--- config.mk ---
export PLATFORM = sky130hd
export DESIGN_NAME = heater_ramp_ctrl
export DESIGN_NICKNAME = d
export VERILOG_FILES = /design/src/rtl/heater_pkg.sv /design/src/rtl/heater_pwm.sv /design/src/rtl/heater_ramp_ctrl.sv
export SDC_FILE = /design/constraint.sdc
export NUM_CORES = 1
export LEC_CHECK = 0
export BUFFER_PORTS_ARGS = -buffer_cell sky130_fd_sc_hd__buf_2
export CAP_MARGIN = 20
export CORE_MARGIN = 2
export CORE_UTILIZATION = 43
export DETAILED_ROUTE_END_ITERATION = 10
export PLACE_DENSITY_LB_ADDON = 0.08
export SYNTH_ARGS = -nofsm -noshare
export SYNTH_HDL_FRONTEND = slang
export SYNTH_SLANG_ARGS = --single-unit
--- constraint.sdc ---
create_clock -name clk -period 2.85 [get_ports clk]
set_clock_uncertainty 0.05 [all_clocks]
set_input_delay 0.57 -clock clk [delete_from_list [all_inputs] [get_ports clk]]
set_output_delay 0.57 -clock clk [all_outputs]
set_load 0.005 [all_outputs]
--- src/rtl/heater_pkg.sv ---
// Shared types and default sizing for the heater ramp sequencer.
// Imported by the PWM gate and the top-level FSM.
package heater_pkg;

  typedef enum logic [1:0] {
    IDLE      = 2'd0,
    RAMP_UP   = 2'd1,
    HOLD      = 2'd2,
    RAMP_DOWN = 2'd3
  } state_t;

  localparam int HEATER_GROUPS      = 16;
  localparam int HEATER_STEP_CYCLES = 1024;
  localparam int HEATER_PWM_W       = 8;

endpackage

--- src/rtl/heater_pwm.sv ---
// Frame-latched PWM clock-enable for the heater array.
// Duty is sampled only at the frame boundary so a frame never glitches.
module heater_pwm
  import heater_pkg::*;
#(
  parameter int PWM_W = HEATER_PWM_W
) (
  input  logic             clk,
  input  logic             rst_n,
  input  logic             en,
  input  logic [PWM_W-1:0] duty,
  output logic             ce
);

  localparam logic [PWM_W-1:0] TOP = '1;

  logic [PWM_W-1:0] pwm_cnt;
  logic [PWM_W-1:0] duty_q;

  // Free-running frame counter, frame-boundary duty latch, registered ce
  always_ff @(posedge clk or negedge rst_n) begin
    if (!rst_n) begin
      pwm_cnt <= '0;
      duty_q  <= '0;
      ce      <= 1'b0;
    end else begin
      pwm_cnt <= pwm_cnt + 1'b1;
      if (pwm_cnt == TOP)
        duty_q <= duty;
      ce <= en & ((duty_q == TOP) | (pwm_cnt < duty_q));
    end
  end

endmodule

--- src/rtl/heater_ramp_ctrl.sv ---
// Heater group sequencer: steps groups on/off one at a time
// so supply current ramps gradually, plus a PWM activity gate.
module heater_ramp_ctrl
  import heater_pkg::*;
#(
  parameter int GROUPS      = HEATER_GROUPS,
  parameter int STEP_CYCLES = HEATER_STEP_CYCLES,
  parameter int PWM_W       = HEATER_PWM_W
) (
  input  logic              clk,
  input  logic              rst_n,
  input  logic              start,
  input  logic              stop,
  input  logic [PWM_W-1:0]  duty,
  output logic [GROUPS-1:0] grp_en,
  output logic              ce,
  output logic              busy,
  output logic [1:0]        state
);

  localparam int TW = $clog2(STEP_CYCLES);
  localparam logic [TW-1:0] TMAX = TW'(STEP_CYCLES - 1);
  localparam logic [GROUPS-1:0] ALL = '1;

  state_t            st;
  logic [TW-1:0]     tmr;
  logic [GROUPS-1:0] up_v;
  logic [GROUPS-1:0] dn_v;

  assign up_v  = {grp_en[GROUPS-2:0], 1'b1};
  assign dn_v  = grp_en >> 1;
  assign busy  = (st != IDLE);
  assign state = st;

  // Sequencer FSM with step timer and thermometer group shifter
  always_ff @(posedge clk or negedge rst_n) begin
    if (!rst_n) begin
      st     <= IDLE;
      grp_en <= '0;
      tmr    <= '0;
    end else begin
      case (st)
        IDLE: begin
          if (start && !stop) begin
            st     <= RAMP_UP;
            grp_en <= up_v;
            tmr    <= '0;
          end
        end
        RAMP_UP: begin
          if (stop) begin
            grp_en <= dn_v;
            st     <= (dn_v == '0) ? IDLE : RAMP_DOWN;
            tmr    <= '0;
          end else if (tmr == TMAX) begin
            grp_en <= up_v;
            tmr    <= '0;
            if (up_v == ALL)
              st <= HOLD;
          end else begin
            tmr <= tmr + 1'b1;
          end
        end
        HOLD: begin
          if (stop) begin
            grp_en <= dn_v;
            st     <= RAMP_DOWN;
            tmr    <= '0;
          end
        end
        RAMP_DOWN: begin
          if (start && !stop) begin
            grp_en <= up_v;
            st     <= (up_v == ALL) ? HOLD : RAMP_UP;
            tmr    <= '0;
          end else if (tmr == TMAX) begin
            grp_en <= dn_v;
            tmr    <= '0;
            if (dn_v == '0)
              st <= IDLE;
          end else begin
            tmr <= tmr + 1'b1;
          end
        end
        default: begin
          st     <= IDLE;
          grp_en <= '0;
          tmr    <= '0;
        end
      endcase
    end
  end

  heater_pwm #(
    .PWM_W(PWM_W)
  ) u_pwm (
    .clk  (clk),
    .rst_n(rst_n),
    .en   (busy),
    .duty (duty),
    .ce   (ce)
  );

endmodule

==> impl_metrics.env, run 1 <==
export IMPL_status="completed"
export IMPL_rows=26
export IMPL_wl_per_cell_um=13.82
export IMPL_hold_viol=0
export IMPL_ir_drop_mv=0.7816
export IMPL_antenna_found_initial=0
export IMPL_grt_pass1_wl_mm=8.286
export IMPL_fp_dieH_um=77.51
export IMPL_area_growth_synth_to_final_pct=14.65
export IMPL_synth_cell_types=45
export IMPL_die_w_um=77.51
export IMPL_drt_iter0_markers=125
export IMPL_leakagePower_nw=1.314
export IMPL_cts_tree="built"
export IMPL_dr_pass1_iters=4
export IMPL_p_total_w=0.002233
export IMPL_dp_hpwl_mm=3.366
export IMPL_ant_nets=0
export IMPL_r2r_end="state[0]$_DFFE_PN0P_"
export IMPL_overflow=0
export IMPL_synth_area_leaders="dfrtp_1 (48%), o21ai_0 (7.1%), mux2i_1 (6.0%)"
export IMPL_clkTransAtPathRegs_ps=90
export IMPL_relSlewSlack_pct=63.55
export IMPL_root_buffer="clkbuf_8"
export IMPL_setup_tns_final_ps=0
export IMPL_r2r_cells=6
export IMPL_h_tree_depth=2
export IMPL_period_share_pct=66.22
export IMPL_finalSetupViolations=0
export IMPL_globalplace_congestion=0.8298
export IMPL_cp_start_kind="flop"
export IMPL_postCtsHoldBufs=0
export IMPL_initial_utilization_pct=44.92
export IMPL_yosysWarnings=0
export IMPL_grt_pass1_vias=1661
export IMPL_ys_seq_area_share_pct=48.47
export IMPL_netlist_area_sq_um=2323
export IMPL_final_area_sq_um=2664
export IMPL_placed_cells=332
export IMPL_gr_usage_all_layers_pct=17.39
export IMPL_grt_max_degree=33
export IMPL_ys_seq_elements=45
export IMPL_syn_area_per_cell_sq_um=9.887
export IMPL_min_period_ps=1887
export IMPL_cp_end_kind="output port"
export IMPL_die_area_sq_um=6008
export IMPL_drive_gt1_share_pct=19.26
export IMPL_final_cells=340
export IMPL_numPortBuffers=31
export IMPL_syn_nets=256
export IMPL_drc=0
export IMPL_cp_arrival_ps=1270
export IMPL_vias=1751
export IMPL_synthArstFlopShare_pct=100.0
export IMPL_min_path_type="in2async"
export IMPL_cts_sinks=45
export IMPL_maxSlewViolCount=0
export IMPL_io_pins=32
export IMPL_required_ps=2230
export IMPL_rsz0062_at_grt="false"
export IMPL_worstMarginPinSlew_ps=546.7
export IMPL_insertion_delay_ps=290
export IMPL_cp_max_fo=11
export IMPL_synth_edf_count=0
export IMPL_p_per_area_nw_per_um2=838.4
export IMPL_fin_util_pct=51.50
export IMPL_cts_repair_resized=0
export IMPL_synth_cells=235
export IMPL_n_antenna_cell=0
export IMPL_yosysTopAreaCell="dfrtp_1"
export IMPL_num_nets_final=290
export IMPL_via_per_inst=5.150
export IMPL_cts_buffers_inserted=5
export IMPL_r2r_start="tmr[0]$_DFFE_PN0P_"
export IMPL_max_cap_violations=0
export IMPL_postCtsSetupRepairBufs=0
export IMPL_synthFlopType="dfrtp_1"
export IMPL_max_freq_mhz=529.9
export IMPL_coreArea_sq_um=5172
export IMPL_reg2reg_slack_ps=980
export IMPL_placed_area_sq_um=2552
export IMPL_clock_path_buffers=2
export IMPL_worstSetupPathType="reg2out"
export IMPL_synth_top_area_share_pct=48.47
export IMPL_routed_wl_mm=4.700
## synthesized netlist by cell type, types with 2 or more instances
cell      instances
a22o_1            3
nand3_1           7
buf_4             2
ha_1              9
o21ai_0          33
xor2_1            4
nor4_1            4
mux2i_1          14
nand2_1          36
o41ai_1           2
nand2b_1          2
nor2b_1           2
o21ai_1           3
buf_2             4
a21oi_1           4
a21o_1            2
inv_1            12
xnor2_1           3
a211oi_1          2
nor2_1            9
dfrtp_1          45
nor3_1            4
nand4_1           6
or3_1             2
## logic make-up after synthesis
group,share of synthesized area [%]
buffers and inverters,3.823
adder cells (fa/ha/maj),4.847
AO/OA/AOI/OAI,14.97
multiplexers,7.162
XOR/XNOR,2.639
flip-flops,48.47
AND/OR/NAND/NOR,18.09
## critical path, stage by stage (launching register included)
cell	delay (ps)
dfrtp_1	500
or2_2	340
buf_2	130
## placed cells by master (no fill, tap or decap), drive strengths merged, types with 7 or more instances in the layout
cell type	count
ha	9
mux2i	14
nor2	9
nand4	7
o21ai	36
nand3	9
buf	35
inv	12
dfrtp	45
nand2	36
## metal layers
layer  track usage (%)  vias up  share of wire, %
li1                  -      900                 -
met1             25.21      813                51
met2             25.91       36                44
met3             3.953        2               3.5
met4             5.357        0              0.74
met5                 0        -                 0
## per-stage QoR
step                      worst slack, ps  hold slack, ps
after global placement              924.3           434.2
after detailed placement            863.2           437.5
after CTS                           947.2           211.1
final                               962.7           196.8
after global routing                850.0           227.8
after floorplan                      1120           224.4
## sequential cells by signal (all words and copies together) (netlist names)
name / flops
u_pwm.pwm_cnt: 8
u_pwm.ce: 1
tmr: 10
u_pwm.duty_q: 8
grp_en: 16
state: 2
## power by group
part / leakage [nW] / internal (W) / switching (W) / total [W]
combinational: 0.698 / 0.000371 / 0.000438 / 0.000809
sequential: 0.560 / 0.000756 / 0.000188 / 0.000944
clock: 0.0554 / 0.000263 / 0.000217 / 0.000480
## how the worst max path moves through the flow
stage	start	slack, ps	end	cells after the start
final	state[1]$_DFFE_PN0P_	960	busy	2
after global routing	tmr[1]$_DFFE_PN0P_	850	state[0]$_DFFE_PN0P_	6
after CTS	state[0]$_DFFE_PN0P_	950	busy	2
after detailed placement	stop	860	grp_en[15]$_DFFE_PN0P_	6
after global placement	stop	920	state[1]$_DFFE_PN0P_	6
after floorplan	stop	1120	state[1]$_DFFE_PN0P_	5
## layout make-up
type                            instances  area (sq um)
Multi-Input combinational cell        170          1109
Clock inverter                          2         38.79
Inverter                               12         45.04
Timing Repair Buffer                   35         185.2
Clock buffer                            6         72.57
Fill cell                             487          2509
Tap cell                               70         87.58
Sequential cell                        45          1126
(Power assumes the default switching activity.)
==> inputs of run 2 (changes only) <==
--- a/config.mk
+++ b/config.mk
@@ -5,6 +5,7 @@
 export SDC_FILE = /design/constraint.sdc
 export NUM_CORES = 1
 export LEC_CHECK = 0
+export ABC_AREA = 1
 export BUFFER_PORTS_ARGS = -buffer_cell sky130_fd_sc_hd__buf_2
 export CAP_MARGIN = 20
 export CORE_MARGIN = 2
==> constraint.sdc (replaced) <==
create_clock -name clk -period 1.81 [get_ports clk]
set_clock_uncertainty 0.05 [all_clocks]
set_input_delay 0.362 -clock clk [delete_from_list [all_inputs] [get_ports clk]]
set_output_delay 0.362 -clock clk [all_outputs]
set_load 0.005 [all_outputs]
==> run 2 against run 1 <==
Against the previous run: sequential cell count unchanged; hold slack better by 44 ps; sequential power is 50% higher; design area rose by 11%; cell count grew 28%; wire length is 12% higher; via count is 20% higher; combinational power up 110%; clock power is 90% higher; worst setup slack worse by 810 ps; non-clock buffer count up 7; global-route usage rose by 0.97 points; largest power group is now combinational logic.
==> impl_metrics.env, run 2 <==
export IMPL_p_per_area_nw_per_um2=1371
export IMPL_relSlewSlack_pct=76.59
export IMPL_wl_per_cell_um=12.06
export IMPL_synthTopCellsByCount="nand2_1 (91), dfrtp_1 (45), inv_1 (36)"
export IMPL_synth_edf_count=0
export IMPL_status="completed"
export IMPL_regMostFlops="grp_en"
export IMPL_die_w_um=80.10
export IMPL_netlist_area_sq_um=2490
export IMPL_routed_wl_mm=5.247
export IMPL_regArea_sq_um=1126
export IMPL_yosysTopAreaCell="dfrtp_1"
export IMPL_area_growth_synth_to_final_pct=18.84
export IMPL_grt_max_degree=46
export IMPL_layout_commonest_cell="nand2_1"
export IMPL_grt_pass1_wl_mm=9.218
export IMPL_dr_pass1_iters=4
export IMPL_required_ps=1980
export IMPL_synthFlopType="dfrtp_1"
export IMPL_io_pins=32
export IMPL_ys_seq_area_share_pct=45.23
export IMPL_syn_nets=341
export IMPL_cts_sinks=45
export IMPL_worstHoldEndpoint="u_pwm.duty_q[0]$_DFFE_PN0N_"
export IMPL_synth_area_leaders="dfrtp_1 (45%), nand2_1 (14%), o21ai_0 (6.2%)"
export IMPL_r2r_cells=8
export IMPL_grt_pass1_vias=1994
export IMPL_setup_tns_final_ps=0
export IMPL_maxSlewViolCount=0
export IMPL_coreArea_sq_um=5540
export IMPL_yosysMostFrequentCell="nand2_1"
export IMPL_rsz0062_at_grt="false"
export IMPL_hold_viol=0
export IMPL_synthArstFlopShare_pct=100.0
export IMPL_cts_tree="built"
export IMPL_root_buffer="clkbuf_8"
export IMPL_setup_slack_ps=156.2
export IMPL_fillers=550
export IMPL_r2r_start="tmr[0]$_DFFE_PN0P_"
export IMPL_period_share_pct=91.37
export IMPL_placed_area_sq_um=2769
export IMPL_cts_buffers_inserted=5
export IMPL_numPortBuffers=31
export IMPL_die_area_sq_um=6415
export IMPL_max_cap_violations=0
export IMPL_hold_path_depth=2
export IMPL_final_cell_mix="nand2_1 (90), dfrtp_1 (45), inv_1 (36)"
export IMPL_fin_util_pct=53.41
export IMPL_p_total_w=0.004056
export IMPL_reg2reg_slack_ps=160
export IMPL_drt_iter0_markers=107
export IMPL_ant_nets=0
export IMPL_r2r_end="grp_en[5]$_DFFE_PN0P_"
export IMPL_leakagePower_nw=1.441
export IMPL_globalplace_congestion=0.8494
export IMPL_worstSetupPathType="reg2reg"
export IMPL_cp_max_fo=27
export IMPL_final_area_sq_um=2959
export IMPL_clock_path_buffers=2
export IMPL_hold_path_startpoint="duty[0]"
export IMPL_syn_area_per_cell_sq_um=7.781
export IMPL_synth_top_area_share_pct=45.23
export IMPL_overflow=0
export IMPL_synth_cell_types=30
export IMPL_initial_utilization_pct=44.94
export IMPL_ys_seq_elements=45
export IMPL_min_period_ps=1654
export IMPL_gr_usage_all_layers_pct=18.36
export IMPL_yosysWarnings=0
export IMPL_insertion_delay_ps=300
export IMPL_rows=27
export IMPL_cp_arrival_ps=1820
export IMPL_drive_gt1_share_pct=18.73
export IMPL_min_path_type="in2reg"
export IMPL_h_tree_depth=2
export IMPL_cp_start_kind="flop"
export IMPL_worstMarginPinSlew_ps=350.4
export IMPL_via_per_inst=4.830
export IMPL_finalSetupViolations=0
export IMPL_drc=0
export IMPL_synth_cells=320
export IMPL_ir_drop_mv=0.5865
export IMPL_multi_input_area_sq_um=1185
export IMPL_cp_end_kind="flop"
export IMPL_largest_reg_flops=16
export IMPL_fp_dieH_um=80.10
export IMPL_antenna_found_initial=0
export IMPL_dp_hpwl_mm=3.714
export IMPL_clkTransAtPathRegs_ps=90
export IMPL_max_freq_mhz=604.7
export IMPL_n_antenna_cell=0
export IMPL_num_nets_final=383
export IMPL_largest_registers="grp_en (16), tmr (10)"
export IMPL_place_ws_ps=132.8
export IMPL_vias=2101
==> run 2: changes by cell type after synthesis, sizes merged, moves of 3 or more <==
cell / change
nand2: +59
nand3: +3
o22ai: +3
nor4: -3
o21ai: +3
a22o: -3
mux2i: -14
a21oi: +10
inv: +27
nand4: -5
nor2: +27
==> run 2: layer usage <==
metal / track usage (%) / share of wire (%)
met5: 0 / 0
met4: 6.102 / 1.2
met3: 3.371 / 2.8
met2: 29.83 / 47
met1: 24.69 / 49
==> run 2: critical path, cell delays in order, from the launching register on <==
cell	delay [ps]
dfrtp_1	400
ha_2	210
nand2_2	80
nor2_4	130
nand4_4	130
a21oi_4	240
buf_12	190
nand2_1	60
o21ai_0	70
==> run 2: power by group <==
group	switching [W]	internal, W	total (W)	leakage (nW)
clock	0.000363	0.000549	0.000912	0.0681
combinational	0.00101	0.000707	0.00172	0.792
sequential	0.000230	0.00119	0.00142	0.581
total	0.00161	0.00245	0.00406	1.44
==> run 2: timing repair <==
action                                  CTS  global route
gates resized for setup                   0             5
buffers inserted                          0             3
hold buffers                              1             0
hold endpoints to repair                 45             0
endpoints found under the setup margin    0            14
==> run 2: how the worst max path moves through the flow <==
stage               slack, ps                     endpoint                  startpoint  cells after the start
floorplan                 320  u_pwm.duty_q[5]$_DFFE_PN0N_  u_pwm.pwm_cnt[0]$_DFF_PN0_                      7
global placement          150         state[0]$_DFFE_PN0P_        state[0]$_DFFE_PN0P_                      8
detailed placement        130         state[1]$_DFFE_PN0P_                        stop                     10
CTS                       120         state[1]$_DFFE_PN0P_        state[0]$_DFFE_PN0P_                      8
global route               10       grp_en[11]$_DFFE_PN0P_          tmr[0]$_DFFE_PN0P_                      8
finish                    160        grp_en[5]$_DFFE_PN0P_          tmr[0]$_DFFE_PN0P_                      8
==> run 2: area by class of cell <==
type | instances | area share, %
clock buffer | 5 | 2.326
clock inverter | 3 | 2.199
inverter | 39 | 4.947
multi-input combinational | 229 | 40.04
sequential | 45 | 38.05
tap | 72 | 3.044
timing repair buffer | 42 | 9.387
==> run 2: through the flow <==
step	std cells	hold WS, ps
4_1_cts	432	233.4
3_5_place_dp	423	314.5
6_report	435	241.1
2_1_floorplan	320	16.41
3_3_place_gp	423	316.2
5_1_grt	435	233.6
==> run 2: logic make-up after synthesis <==
| group | count (synthesis) | synth area share [%] |
|---|---|---|
| buffers and inverters | 46 | 8.141 |
| multiplexers | 1 | 0.4522 |
| flip-flops | 45 | 45.23 |
| XOR/XNOR | 8 | 2.814 |
| adder cells (fa/ha/maj) | 9 | 4.523 |
| AO/OA/AOI/OAI | 57 | 12.86 |
| AND/OR/NAND/NOR | 154 | 25.98 |
==> inputs of run 3 (changes only) <==
--- a/config.mk
+++ b/config.mk
@@ -11,6 +11,7 @@
 export CORE_MARGIN = 2
 export CORE_UTILIZATION = 43
 export DETAILED_ROUTE_END_ITERATION = 10
+export MAX_ROUTING_LAYER = met4
 export PLACE_DENSITY_LB_ADDON = 0.08
 export SYNTH_ARGS = -nofsm -noshare
 export SYNTH_HDL_FRONTEND = slang
==> run 3 against run 2 <==
Against the previous run: hold slack hardly changed; highest routed layer unchanged; die area stayed put; global-route usage rose by 0.50 points; critical path type unchanged; clock-buffer cell count stayed put.
==> impl_metrics.env, run 3 (synthesis results as in run 2) <==
export IMPL_period_share_pct=91.38
export IMPL_drive_gt1_share_pct=18.73
export IMPL_largest_registers="grp_en (16), tmr (10)"
export IMPL_cp_arrival_ps=1820
export IMPL_max_freq_mhz=604.6
export IMPL_grt_pass1_vias=1994
export IMPL_fp_dieH_um=80.10
export IMPL_p_int_w=0.002450
export IMPL_ir_drop_mv=0.5865
export IMPL_gr_usage_all_layers_pct=18.86
export IMPL_max_cap_violations=0
export IMPL_largest_reg_flops=16
export IMPL_dr_wl_met2_mm=2.438
export IMPL_die_w_um=80.10
export IMPL_hold_viol=0
export IMPL_r2r_end="grp_en[5]$_DFFE_PN0P_"
export IMPL_worstHoldEndpoint="u_pwm.duty_q[0]$_DFFE_PN0N_"
export IMPL_worstSetupPathType="reg2reg"
export IMPL_clock_path_buffers=2
export IMPL_clkTransAtPathRegs_ps=90
export IMPL_n_antenna_cell=0
export IMPL_slowest_delay_ps=400
export IMPL_antenna_found_initial=0
export IMPL_insertion_delay_ps=300
export IMPL_die_area_sq_um=6415
export IMPL_io_pins=32
export IMPL_reg2reg_slack_ps=160
export IMPL_min_path_type="in2reg"
export IMPL_num_nets_final=383
export IMPL_dp_hpwl_mm=3.714
export IMPL_leakagePower_nw=1.441
export IMPL_clockPowerShare_pct=22.5
export IMPL_critical_path_cell_chain="ha_2 -> nand2_2 -> nor2_4 -> nand4_4 -> a21oi_4 -> buf_12 -> nand2_1 -> o21ai_0"
export IMPL_finalSetupViolations=0
export IMPL_relSlewSlack_pct=76.85
export IMPL_initial_utilization_pct=44.94
export IMPL_cp_max_fo=27
export IMPL_dr_pass1_iters=4
export IMPL_crit_slowest_cell="dfrtp_1"
export IMPL_routed_wl_mm=5.250
export IMPL_p_per_area_nw_per_um2=1370
export IMPL_required_ps=1980
export IMPL_cp_start_kind="flop"
export IMPL_regMostFlops="grp_en"
export IMPL_grt_max_degree=46
export IMPL_r2r_cells=8
export IMPL_hold_path_depth=2
export IMPL_overflow=0
export IMPL_root_buffer="clkbuf_8"
export IMPL_timing_hold_ws_ps=241.3
export IMPL_maxSlewViolCount=0
export IMPL_h_tree_depth=2
export IMPL_wl_per_cell_um=12.07
export IMPL_via_per_inst=4.821
export IMPL_wl_met1_mm=2.607
export IMPL_hold_path_startpoint="duty[0]"
export IMPL_cp_num_buf_inv=1
export IMPL_cts_tree="built"
export IMPL_setup_tns_final_ps=0
export IMPL_r2r_start="tmr[0]$_DFFE_PN0P_"
export IMPL_path_delay_family="flip-flops"
export IMPL_min_period_ps=1654
export IMPL_drt_iter0_markers=108
export IMPL_final_cell_mix="nand2_1 (90), dfrtp_1 (45), inv_1 (36)"
export IMPL_pwr_share_seq_pct=35.1
export IMPL_area_growth_synth_to_final_pct=18.84
export IMPL_cp_end_kind="flop"
export IMPL_worstMarginPinSlew_ps=346.5
export IMPL_cts_buffers_inserted=5
export IMPL_wl_met3_um=134
export IMPL_cts_sinks=45
export IMPL_switchingPower_w=0.001606
export IMPL_rsz0062_at_grt="false"
export IMPL_vias=2097
export IMPL_top_layer="met4"
export IMPL_layout_commonest_cell="nand2_1"
export IMPL_combPwrFrac_pct=42.4
export IMPL_globalplace_congestion=0.8628
export IMPL_rows=27
export IMPL_status="completed"
export IMPL_numPortBuffers=31
export IMPL_drc=0
export IMPL_ant_nets=0
export IMPL_coreArea_sq_um=5540
export IMPL_switching_share_pct=39.59
export IMPL_grt_pass1_wl_mm=9.218
-- run 3: per-stage QoR --
step | setup slack (ps) | area, sq um | utilization [%] | power (W) | instances
6_report | 156.0 | 2959 | 53.41 | 0.004055 | 435
5_1_grt | 11.74 | 2959 | 53.41 | 0.004393 | 435
4_1_cts | 121.7 | 2913 | 52.57 | 0.004049 | 432
3_5_place_dp | 132.8 | 2769 | 49.98 | 0.003111 | 423
3_3_place_gp | 152.9 | 2769 | 49.98 | 0.003097 | 423
2_1_floorplan | 320.6 | 2490 | - | 0.002583 | 320
-- run 3: power by group through the flow --
stage	clock network, W	logic [W]	registers, W
finish	0.000911	0.00172	0.00142
global route	0.000976	0.00196	0.00146
CTS	0.000941	0.00168	0.00143
detailed placement	0	0.00167	0.00144
global placement	0	0.00165	0.00144
floorplan	0	0.00118	0.00140
-- run 3: per-layer routing --
layer	vias up	track usage, %
met3	5	3.371
li1	1101	-
met1	965	24.69
met4	0	6.102
met5	-	-
met2	26	29.83
-- run 3: timing repair --
action	CTS	global route
hold endpoints to repair	45	0
setup buffers	0	3
resized for setup	0	5
hold buffers	1	0
endpoints found under the setup margin	0	14
-- run 3: worst register-to-register path, cell delays in order, from the launching register on --
cell     delay, ps
dfrtp_1        400
ha_2           210
nand2_2         80
nor2_4         130
nand4_4        130
a21oi_4        240
buf_12         190
nand2_1         70
o21ai_0         70
-- run 3: how the worst max path moves through the flow --
stage / from / endpoint / slack (ps) / cells after the start
final: tmr[0]$_DFFE_PN0P_ / grp_en[5]$_DFFE_PN0P_ / 160 / 8
after global routing: tmr[0]$_DFFE_PN0P_ / grp_en[11]$_DFFE_PN0P_ / 10 / 8
after CTS: state[0]$_DFFE_PN0P_ / state[1]$_DFFE_PN0P_ / 120 / 8
after detailed placement: stop / state[1]$_DFFE_PN0P_ / 130 / 10
after global placement: state[0]$_DFFE_PN0P_ / state[0]$_DFFE_PN0P_ / 150 / 8
after floorplan: u_pwm.pwm_cnt[0]$_DFF_PN0_ / u_pwm.duty_q[5]$_DFFE_PN0N_ / 320 / 7
-- run 3: cell type report --
| type | instances | area (sq um) |
|---|---|---|
| fill | 550 | 2581 |
| sequential | 45 | 1126 |
| tap | 72 | 90.09 |
| inverter | 39 | 146.4 |
| timing repair buffer | 42 | 277.8 |
| multi-input combinational | 229 | 1185 |
| clock inverter | 3 | 65.06 |
| clock buffer | 5 | 68.82 |
